$ cat src/rtl/sseg_pkg.sv
// Shared glyph constants and helpers for the seven-segment scanner.
// Glyphs are active-high, bit order {g,f,e,d,c,b,a}.
package sseg_pkg;

  localparam logic [6:0] GLYPH_0     = 7'h3F;
  localparam logic [6:0] GLYPH_1     = 7'h06;
  localparam logic [6:0] GLYPH_2     = 7'h5B;
  localparam logic [6:0] GLYPH_3     = 7'h4F;
  localparam logic [6:0] GLYPH_4     = 7'h66;
  localparam logic [6:0] GLYPH_5     = 7'h6D;
  localparam logic [6:0] GLYPH_6     = 7'h7D;
  localparam logic [6:0] GLYPH_7     = 7'h07;
  localparam logic [6:0] GLYPH_8     = 7'h7F;
  localparam logic [6:0] GLYPH_9     = 7'h6F;
  localparam logic [6:0] GLYPH_A     = 7'h77;
  localparam logic [6:0] GLYPH_B     = 7'h7C;
  localparam logic [6:0] GLYPH_C     = 7'h39;
  localparam logic [6:0] GLYPH_D     = 7'h5E;
  localparam logic [6:0] GLYPH_E     = 7'h79;
  localparam logic [6:0] GLYPH_F     = 7'h71;
  localparam logic [6:0] GLYPH_MINUS = 7'h40;
  localparam logic [6:0] GLYPH_OFF   = 7'h00;

  // Hex nibble to active-high segment pattern.
  function automatic logic [6:0] nib_to_glyph(input logic [3:0] nib);
    logic [6:0] g;
    case (nib)
      4'h0: g = GLYPH_0;
      4'h1: g = GLYPH_1;
      4'h2: g = GLYPH_2;
      4'h3: g = GLYPH_3;
      4'h4: g = GLYPH_4;
      4'h5: g = GLYPH_5;
      4'h6: g = GLYPH_6;
      4'h7: g = GLYPH_7;
      4'h8: g = GLYPH_8;
      4'h9: g = GLYPH_9;
      4'hA: g = GLYPH_A;
      4'hB: g = GLYPH_B;
      4'hC: g = GLYPH_C;
      4'hD: g = GLYPH_D;
      4'hE: g = GLYPH_E;
      default: g = GLYPH_F;
    endcase
    return g;
  endfunction

  // Convert an active-high 8-bit segment word to the pin polarity.
  function automatic logic [7:0] apply_pol(input logic [7:0] seg, input logic active_low);
    return active_low ? ~seg : seg;
  endfunction

endpackage

$ cat src/rtl/sseg_scan_if.sv
// Data/strobe bundle between the readout logic and the seven-segment scanner.
// With SSEG_BLINK_EN defined the bundle also carries blink_mask.
interface sseg_scan_if #(
  parameter int DIGITS = 4
);
  logic                  load;
  logic [4*DIGITS-1:0]   value;
  logic [DIGITS-1:0]     dp_mask;
  logic [DIGITS-1:0]     blank_mask;
  logic                  neg;
  logic                  lz_en;
`ifdef SSEG_BLINK_EN
  logic [DIGITS-1:0]     blink_mask;
`endif
  logic [7:0]            hex;
  logic [DIGITS-1:0]     an;
  logic                  frame;
  logic                  pending;

  modport master (
    output load, value, dp_mask, blank_mask, neg, lz_en,
`ifdef SSEG_BLINK_EN
    output blink_mask,
`endif
    input  hex, an, frame, pending
  );

  modport slave (
    input  load, value, dp_mask, blank_mask, neg, lz_en,
`ifdef SSEG_BLINK_EN
    input  blink_mask,
`endif
    output hex, an, frame, pending
  );
endinterface

$ cat src/rtl/sseg_glyph.sv
// Combinational glyph selection for the currently scanned digit.
// Output is active-high {dp,g..a}; blank beats sign beats suppression.
module sseg_glyph
  import sseg_pkg::*;
(
  input  logic [3:0] nib,
  input  logic       dp,
  input  logic       sign,
  input  logic       blank,
  input  logic       suppress,
  output logic [7:0] seg
);

  // Priority: blank, minus sign, leading-zero suppression, hex glyph.
  always_comb begin
    seg = {1'b0, GLYPH_OFF};
    if (blank) begin
      seg = {1'b0, GLYPH_OFF};
    end else if (sign) begin
      seg = {dp, GLYPH_MINUS};
    end else if (suppress) begin
      seg = {1'b0, GLYPH_OFF};
    end else begin
      seg = {dp, nib_to_glyph(nib)};
    end
  end

endmodule

$ cat src/rtl/sseg_scan.sv
// Time-multiplexed seven-segment driver. New data is staged in a shadow
// register and promoted to the display register only at frame boundaries.
// Optional SSEG_BLINK_EN adds per-digit blinking driven by a frame counter.
module sseg_scan
  import sseg_pkg::*;
#(
  parameter int DIGITS         = 4,
  parameter int SCAN_DIV       = 50000,
  parameter int SEG_ACTIVE_LOW = 1,
  parameter int AN_ACTIVE_LOW  = 1,
  parameter int BLINK_FRAMES   = 64
) (
  input  logic        clk,
  input  logic        reset,
  sseg_scan_if.slave  bus
);

  localparam int IDX_W = (DIGITS > 1) ? $clog2(DIGITS) : 1;
  localparam int DIV_W = $clog2(SCAN_DIV);
  localparam logic [IDX_W-1:0]  LAST_IDX = IDX_W'(DIGITS - 1);
  localparam logic [DIV_W-1:0]  DIV_LAST = DIV_W'(SCAN_DIV - 1);
  localparam logic [7:0]        HEX_OFF  = (SEG_ACTIVE_LOW != 0) ? 8'hFF : 8'h00;
  localparam logic [DIGITS-1:0] AN_OFF   = (AN_ACTIVE_LOW != 0) ? {DIGITS{1'b1}} : {DIGITS{1'b0}};
  // Data word layout: {[blink_mask,] lz_en, neg, blank_mask, dp_mask, value}
`ifdef SSEG_BLINK_EN
  localparam int DW = 7*DIGITS + 2;
`else
  localparam int DW = 6*DIGITS + 2;
`endif

  logic [DIV_W-1:0]  div_q, div_d;
  logic [IDX_W-1:0]  idx_q, idx_d;
  logic [DW-1:0]     shadow_q, shadow_d, disp_q, disp_d, live_w;
  logic              pending_q, pending_d;
  logic [7:0]        hex_q, hex_d;
  logic [DIGITS-1:0] an_q, an_d, an_hot;
  logic              tick, boundary, zero_run, blink_dark;
  logic [DIGITS-1:0] supp;
  logic [7:0]        cur_seg;

  logic [4*DIGITS-1:0] disp_value;
  logic [DIGITS-1:0]   disp_dp, disp_blank;
  logic                disp_neg, disp_lz;

`ifdef SSEG_BLINK_EN
  assign live_w = {bus.blink_mask, bus.lz_en, bus.neg, bus.blank_mask, bus.dp_mask, bus.value};
`else
  assign live_w = {bus.lz_en, bus.neg, bus.blank_mask, bus.dp_mask, bus.value};
`endif

  assign disp_value = disp_q[4*DIGITS-1:0];
  assign disp_dp    = disp_q[5*DIGITS-1:4*DIGITS];
  assign disp_blank = disp_q[6*DIGITS-1:5*DIGITS];
  assign disp_neg   = disp_q[6*DIGITS];
  assign disp_lz    = disp_q[6*DIGITS+1];

  assign tick     = (div_q == DIV_LAST);
  assign boundary = tick && (idx_q == LAST_IDX);

  // Leading-zero scan from the top digit down; the sign slot is skipped when neg.
  always_comb begin
    supp     = '0;
    zero_run = 1'b1;
    for (int i = DIGITS - 1; i >= 1; i--) begin
      if (!((i == DIGITS - 1) && disp_neg)) begin
        if (disp_value[4*i +: 4] == 4'h0) begin
          supp[i] = zero_run && disp_lz;
        end else begin
          zero_run = 1'b0;
        end
      end
    end
  end

`ifdef SSEG_BLINK_EN
  localparam int BW = (BLINK_FRAMES > 1) ? $clog2(BLINK_FRAMES) : 1;
  logic [BW-1:0] blink_cnt_q, blink_cnt_d;
  logic          blink_off_q, blink_off_d;

  // Count frames and flip the blink phase every BLINK_FRAMES frames.
  always_comb begin
    blink_cnt_d = blink_cnt_q;
    blink_off_d = blink_off_q;
    if (boundary) begin
      if (blink_cnt_q == BW'(BLINK_FRAMES - 1)) begin
        blink_cnt_d = '0;
        blink_off_d = ~blink_off_q;
      end else begin
        blink_cnt_d = blink_cnt_q + 1'b1;
      end
    end
  end

  // Blink phase register; phase starts "on" after reset.
  always_ff @(posedge clk or posedge reset) begin
    if (reset) begin
      blink_cnt_q <= '0;
      blink_off_q <= 1'b0;
    end else begin
      blink_cnt_q <= blink_cnt_d;
      blink_off_q <= blink_off_d;
    end
  end

  assign blink_dark = blink_off_q && disp_q[6*DIGITS + 2 + 32'(idx_q)];
`else
  assign blink_dark = 1'b0;
`endif

  sseg_glyph u_glyph (
    .nib      (disp_value[4*idx_q +: 4]),
    .dp       (disp_dp[idx_q]),
    .sign     (disp_neg && (idx_q == LAST_IDX)),
    .blank    (disp_blank[idx_q] || blink_dark),
    .suppress (supp[idx_q]),
    .seg      (cur_seg)
  );

  // Scan counters, shadow/display handoff and registered pin values.
  always_comb begin
    div_d     = tick ? '0 : div_q + 1'b1;
    idx_d     = idx_q;
    shadow_d  = shadow_q;
    disp_d    = disp_q;
    pending_d = pending_q;
    if (tick) begin
      idx_d = (idx_q == LAST_IDX) ? '0 : idx_q + 1'b1;
    end
    if (bus.load) begin
      shadow_d = live_w;
    end
    if (boundary) begin
      // A load landing on the boundary itself goes straight to the display.
      if (bus.load) begin
        disp_d = live_w;
      end else if (pending_q) begin
        disp_d = shadow_q;
      end
      pending_d = 1'b0;
    end else if (bus.load) begin
      pending_d = 1'b1;
    end
    an_hot = DIGITS'(1) << idx_q;
    an_d   = (AN_ACTIVE_LOW != 0) ? ~an_hot : an_hot;
    hex_d  = apply_pol(cur_seg, SEG_ACTIVE_LOW != 0);
  end

  // State and output registers; reset forces the display dark immediately.
  always_ff @(posedge clk or posedge reset) begin
    if (reset) begin
      div_q     <= '0;
      idx_q     <= '0;
      shadow_q  <= '0;
      disp_q    <= '0;
      pending_q <= 1'b0;
      hex_q     <= HEX_OFF;
      an_q      <= AN_OFF;
    end else begin
      div_q     <= div_d;
      idx_q     <= idx_d;
      shadow_q  <= shadow_d;
      disp_q    <= disp_d;
      pending_q <= pending_d;
      hex_q     <= hex_d;
      an_q      <= an_d;
    end
  end

  assign bus.hex     = hex_q;
  assign bus.an      = an_q;
  assign bus.pending = pending_q;
  assign bus.frame   = boundary;

endmodule

$ cat src/flat_wrapper.sv
// flat-port wrapper written by rule: the top's interface ports become plain ports
module sseg_scan_flat import sseg_pkg::*;
#(
  parameter int DIGITS         = 4,
  parameter int SCAN_DIV       = 50000,
  parameter int SEG_ACTIVE_LOW = 1,
  parameter int AN_ACTIVE_LOW  = 1,
  parameter int BLINK_FRAMES   = 64
)
  (clk, reset, bus_load, bus_value, bus_dp_mask, bus_blank_mask, bus_neg, bus_lz_en, bus_hex, bus_an, bus_frame, bus_pending);
  sseg_scan_if #(.DIGITS(DIGITS)) bus_i ();
  input  logic clk;
  input  logic reset;
  input wire logic [$bits(bus_i.load)-1:0] bus_load;
  input wire logic [$bits(bus_i.value)-1:0] bus_value;
  input wire logic [$bits(bus_i.dp_mask)-1:0] bus_dp_mask;
  input wire logic [$bits(bus_i.blank_mask)-1:0] bus_blank_mask;
  input wire logic [$bits(bus_i.neg)-1:0] bus_neg;
  input wire logic [$bits(bus_i.lz_en)-1:0] bus_lz_en;
  output wire logic [$bits(bus_i.hex)-1:0] bus_hex;
  output wire logic [$bits(bus_i.an)-1:0] bus_an;
  output wire logic [$bits(bus_i.frame)-1:0] bus_frame;
  output wire logic [$bits(bus_i.pending)-1:0] bus_pending;
  assign bus_i.load = bus_load;
  assign bus_i.value = bus_value;
  assign bus_i.dp_mask = bus_dp_mask;
  assign bus_i.blank_mask = bus_blank_mask;
  assign bus_i.neg = bus_neg;
  assign bus_i.lz_en = bus_lz_en;
  assign bus_hex = bus_i.hex;
  assign bus_an = bus_i.an;
  assign bus_frame = bus_i.frame;
  assign bus_pending = bus_i.pending;
  sseg_scan #(.DIGITS(DIGITS), .SCAN_DIV(SCAN_DIV), .SEG_ACTIVE_LOW(SEG_ACTIVE_LOW), .AN_ACTIVE_LOW(AN_ACTIVE_LOW), .BLINK_FRAMES(BLINK_FRAMES)) u_core (.clk(clk), .reset(reset), .bus(bus_i));
endmodule
$ cat config.mk
export PLATFORM = sky130hd
export DESIGN_NAME = sseg_scan_flat
export DESIGN_NICKNAME = d
export VERILOG_FILES = /design/src/rtl/sseg_pkg.sv /design/src/rtl/sseg_scan_if.sv /design/src/rtl/sseg_glyph.sv /design/src/rtl/sseg_scan.sv /design/src/flat_wrapper.sv
export SDC_FILE = /design/constraint.sdc
export NUM_CORES = 1
export LEC_CHECK = 0
export BUFFER_PORTS_ARGS = -buffer_cell sky130_fd_sc_hd__buf_2
export CAP_MARGIN = 20
export CELL_PAD_IN_SITES_DETAIL_PLACEMENT = 1
export CELL_PAD_IN_SITES_GLOBAL_PLACEMENT = 2
export CORE_MARGIN = 3
export CORE_UTILIZATION = 41
export DETAILED_ROUTE_END_ITERATION = 6
export PLACE_DENSITY_LB_ADDON = 0.1
export SETUP_SLACK_MARGIN = 0.05
export SYNTH_ARGS = -nofsm -noshare
export SYNTH_HDL_FRONTEND = slang
export SYNTH_SLANG_ARGS = --single-unit
$ cat constraint.sdc
create_clock -name clk -period 3.1 [get_ports clk]
set_input_delay 0.31 -clock clk [delete_from_list [all_inputs] [get_ports clk]]
set_output_delay 0.31 -clock clk [all_outputs]
set_load 0.02 [all_outputs]
**Yosys cells after proc, flatten, opt, wreduce, memory -nomap -nowiden**

Memory sizes are Yosys's and may differ from the RTL's.
Cells that the tools add are included.

- Flip-flop bits (word level): 83
- Bits in read-only memories: 112
- Input port bits: 29
- Output and inout port bits: 14
- Logic and storage cells: 49
- Memories: 1

Memories:

| memory | depth | bits a word | rd ports | clocked after memory_dff | wr ports | line | source |
|---|---|---|---|---|---|---|---|
| (no name shown) | 16 | 7 | 1 | 0 | 0 | sseg_pkg.sv:27 | `case (nib)` |

- $add $sub $neg: 2
- Magnitude comparators: 1
- Equal/unequal tests: 2
- Shift operators: 2
- Multiplexer cells: 22
- Bitwise logic cells: 2
- Reduce and logical (&&, ||, !) cells: 10

Operator list:

| cell | count |
|---|---|
| $mux 26 | 2 |
| $mux 8 | 3 |
| $add 16x1->16 const B | 1 |
| $eq 16x16->1 const B | 1 |
| $mux 16 | 1 |
| $shiftx 16x5->4 | 1 |
| $logic_not 4->1 | 3 |
| $mux 1 | 12 |
| $not 8->8 | 1 |
| $bmux 1 s2 | 3 |
| $logic_and 1x1->1 | 4 |
| $not 4->4 | 1 |
| $reduce_bool 2->1 | 2 |
| $shl 1x2->4 const A | 1 |
| $lt 2x3->1 const B | 1 |
| $add 2x1->2 const B | 1 |
| $eq 2x2->1 const B | 1 |
| $mux 2 | 1 |
| $reduce_and 2->1 | 1 |

**Depth between registers and ports, before layout**

- Depth in word-level cells: 12
- Gate-level depth with buffers: 8
- Depth with buffers taken out: 7

**By module**

Synthesis repeated with hierarchy kept, for this count alone.

- Cells, all modules: 282
- Area total of the unflattened synthesis: 3,716.1 um^2

Modules (own cells, without submodules):

| module | instances | cells each | area each (um^2) | sequential area each (um^2) |
|---|---|---|---|---|
| sseg_scan | 1 | 241 | 3,418.3 | 2,092.0 |
| sseg_glyph | 1 | 41 | 297.8 | 0.0 |

**Worst setup path before layout**

OpenSTA, ideal clock, no wires.

- Path type: flip-flop to flip-flop
- Start point: reg u_core.div_q[7]
- End point: reg u_core.disp_q[0]
- Setup time: 0.125 ns
- Data arrival time: 2.343 ns
- Data required time: 2.975 ns
- Slack: 0.632 ns
- Cell stages (with the launch flop): 7
- Buffers on the path: 2
- Clock period less this slack: 2.468 ns
- Cell sequence: dfrtp_1 -> or4b_4 -> or4_1 -> or3_1 -> buf_6 -> buf_6 -> mux2_4

- Longest elaborated chain between the ends: 3

RTL lines:

| element | line | source |
|---|---|---|
| from (decl) | sseg_scan.sv:31 | `logic [DIV_W-1:0] div_q, div_d;` |
| from (signal assigned) | sseg_scan.sv:159 | `div_q <= div_d;` |
| $eq 16x16->1 | sseg_scan.sv:57 | `assign tick = (div_q == DIV_LAST);` |
| $logic_and 1x1->1 | sseg_scan.sv:58 | `assign boundary = tick && (idx_q == LAST_IDX);` |
| $reduce_and 2->1 (no source line) | - |  |
| to (signal assigned) | sseg_scan.sv:162 | `disp_q <= disp_d;` |
| to (decl) | sseg_scan.sv:33 | `logic [DW-1:0] shadow_q, shadow_d, disp_q, disp_d, live_w;` |

Every way passes these cells.
A chain may end at the register's enable or synchronous reset.

**Final worst setup path**

- Start point: reg u_core.div_q[7]
- End point: reg u_core.disp_q[20]

Same word-level chain as after synthesis.

==> run metrics <==
Vias 2235; 1st-pass router iterations 4; syn avg cell area approximately 14 µm²; final setup vio count 0; synth-to-layout area growth 15.4%; clk_lat worst skew 0.35 ns; Net Switching approximately 500 µW; Seq. cell area between 0.002 and 0.0025 mm²; # DRC 0; worst r2r src u_core.div_q[7]$_DFF_PP0_; Post-synth EDFFs 0; CP Launch Type flip-flop; max cap viols 0; Die X 102 µm; unrepaired setup endpoints after global routing no; worst setup slack after layout about 0.50 ns; Total Power around 2300 µW; post-route ant nets 0; ys async rst share 100%; die area 0.0103 mm²; WP data arrival around 2.8 ns; grt met2 use between 20% and 30%; hold_buf cts 0; # nets final approximately 360; CP required about 3.3 ns; share of the synthesized area in the top cell type between 40% and 50%; Most Crowded Layer GR met2; final core utilization about half; share of cells above drive strength 1 about two fifths; I/O pins 43; post-DP HPWL just over 5 mm; Slew Viols, Final 0; core footprint 0.00881 mm²; Post CTS Setup Buffer Count 0; Initial Util around 42%; clock sinks between 80 and 90; ys flop type dfrtp_1; Post-Syn Instances between 200 and 300; Yosys cell types 42; post-route clock period utilization roughly 84%; net count after synthesis 309; Multi-input gate area about 0.0015 mm²; num rows 34; clock network fraction of design power 40.9%; antenna violations before repair 0; total negative slack 0 ns; switch share 22.0%; CTS max path bufs 2; endpoints failing hold 0; pin count of the biggest net entering global routing 46; global-route wire length before repair ~12 mm; met1 Usage GRT 20.2%; P per Cell Area 525 mW/mm²; Seq pwr share 51.4%; GRT met3 Usage under 10%; pre-CTS setup slack around 0.52 ns; CTS Root Cell clkbuf_8; status complete, no violations; clock-pin transition on the worst setup and hold timing paths 0.09 ns; cts repair resizes 0; Synth Cell Area 0.00374 mm²; worst clock skew between 0.008 and 0.009 ns; Slew HR between 50% and 60%; drt via density 5.20; Final min period roughly 2.6 ns; total track usage about 15%; Worst Path Max Fanout 26; hold crit path type input port to asynchronous set/reset pin; fmax between 300 and 400 MHz; diode count 0; wirelength, routed a little over 7 mm; crit end category flip-flop; Overflow after GRT 0; synth top area cells dfrtp_1 (48%), dfstp_2 (8.4%), mux2_2 (8.1%); vias in the first global route around 2400; Fill cells 899; Worst Tran Pin Value 0.678 ns; P_leak 0.00200 µW; number of I/O port buffers 42; drt wl/cell between 15 and 20 µm; Gate power share under 10%; cell accounting for the most synthesized area dfrtp_1; CTS Buf Count 9; starting DRC count in detailed routing 42; DIE HEIGHT between 100 and 150 µm; H-tree depth 3; post-synthesis sequential area ratio a little under three fifths; worst setup path startpoint u_core.div_q[7]$_DFF_PP0_; worst setup path class flip-flop to flip-flop; P_int 1770 µW; Max VDD drop about 0.33 mV; Synth Warn # 0; Yosys reg bits 83; CTS tree yes; Placer Congestion between 0.8 and 0.9
## placed cells by master (no fill, tap or decap), drive strengths merged, types with 2 or more instances in the layout
master and n:
mux4 7, or3 4, inv 13, a21oi 3, nand4 2, dfstp 12, ha 10, xnor2 4
nor3 3, a31oi 2, nand2b 2, o311ai 3, nor4 3, or4 4, nor2b 3, buf 47
nand2 10, clkinv 2, dfrtp 71, o21ai 5, xor2 7, nor2 11, o31ai 2, bufinv 3
nand3 9, and3 2, mux2 53, clkinvlp 2, clkbuf 10
## sequential cells by signal, indices dropped and copies added (netlist names)
name	flops
u_core.bus.pending	1
u_core.idx_q	2
u_core.shadow_q	26
u_core.bus.hex	8
u_core.div_q	16
u_core.bus.an	4
u_core.disp_q	26
## logic make-up after synthesis
family,after synthesis,share of synthesized area [%]
xor gates and xnor gates,11,2.58
DFF,83,55.9
buffers and inverters,25,3.11
and+or+nand+nor,60,8.90
adders and majority gates,10,3.35
muxes,61,22.4
AOI/OAI and AO/OA,20,3.68
## final timing paths
| check | end | slack (ns) | depth (start not counted) |
|---|---|---|---|
| max | u_core.disp_q[20]$_DFFE_PP0P_ | 0.50 | 5 |
| min | u_core.shadow_q[23]$_DFFE_PP0P_ | 0.03 | 2 |
| max reg2reg | u_core.disp_q[20]$_DFFE_PP0P_ | 0.50 | 5 |
| min reg2reg | u_core.div_q[0]$_DFF_PP0_ | 0.49 | 1 |
| max in group asynchronous | u_core.bus.hex[6]$_DFF_PP1_ | 2.35 | 3 |
| min in group clk | u_core.shadow_q[21]$_DFFE_PP0P_ | 0.21 | 2 |
## per-layer routing
metal  part of all wire [%]  wire, µm
met4                   0.96        70
met1                     47      3440
met5                      0         0
met3                    3.1       226
met2                     49      3530
## cell usage after synthesis (2+ instances only)
library cell / n
a21oi_1: 3
a31oi_1: 2
and3_1: 2
buf_6: 3
clkbuf_1: 7
dfrtp_1: 71
dfstp_2: 12
ha_1: 10
inv_1: 14
mux2_1: 6
mux2_2: 27
mux2_4: 20
mux4_2: 7
nand2_1: 10
nand2b_1: 2
nand3_1: 9
nand4_1: 2
nor2_1: 11
nor2b_1: 3
nor3_1: 3
nor4_1: 3
o21ai_0: 5
o311ai_0: 3
o31ai_1: 2
or3_1: 4
or4_1: 4
xnor2_1: 4
xor2_1: 7
## power by group through the flow
| stage | clock, µW | combinational [µW] | sequential (µW) |
|---|---|---|---|
| after global placement | 0 | 177 | 1180 |
| after detailed placement | 0 | 180 | 1180 |
| after CTS | 955 | 181 | 1160 |
| after global routing | 990 | 196 | 1170 |
| after floorplan | 0 | 110 | 1190 |
| final | 925 | 175 | 1160 |
## metrics by stage
stage / instance area [µm²] / hold WS, ns / instances
4_1_cts: 4310 / 0.0433 / 430
3_3_place_gp: 4070 / 0.442 / 414
6_report: 4310 / 0.0283 / 430
3_5_place_dp: 4070 / 0.438 / 414
2_1_floorplan: 3740 / 0.455 / 270
5_1_grt: 4310 / 0.0664 / 430
## critical path, cell delays in order (launching register included)
cell     delay [ns]
dfrtp_1        0.42
or4b_4         0.55
or4_1          0.49
or3_1          0.35
buf_4          0.29
mux2_1         0.37
## final cells by class
cell class,instances,area share (%)
timing repair buffer,47,6.03
inverter,14,1.25
multi-input combinational,162,35.5
clock inverter,6,2.64
tap,108,3.13
sequential,83,48.5
clock buffer,10,2.96
Note: power is estimated with default switching activity, not from simulation.
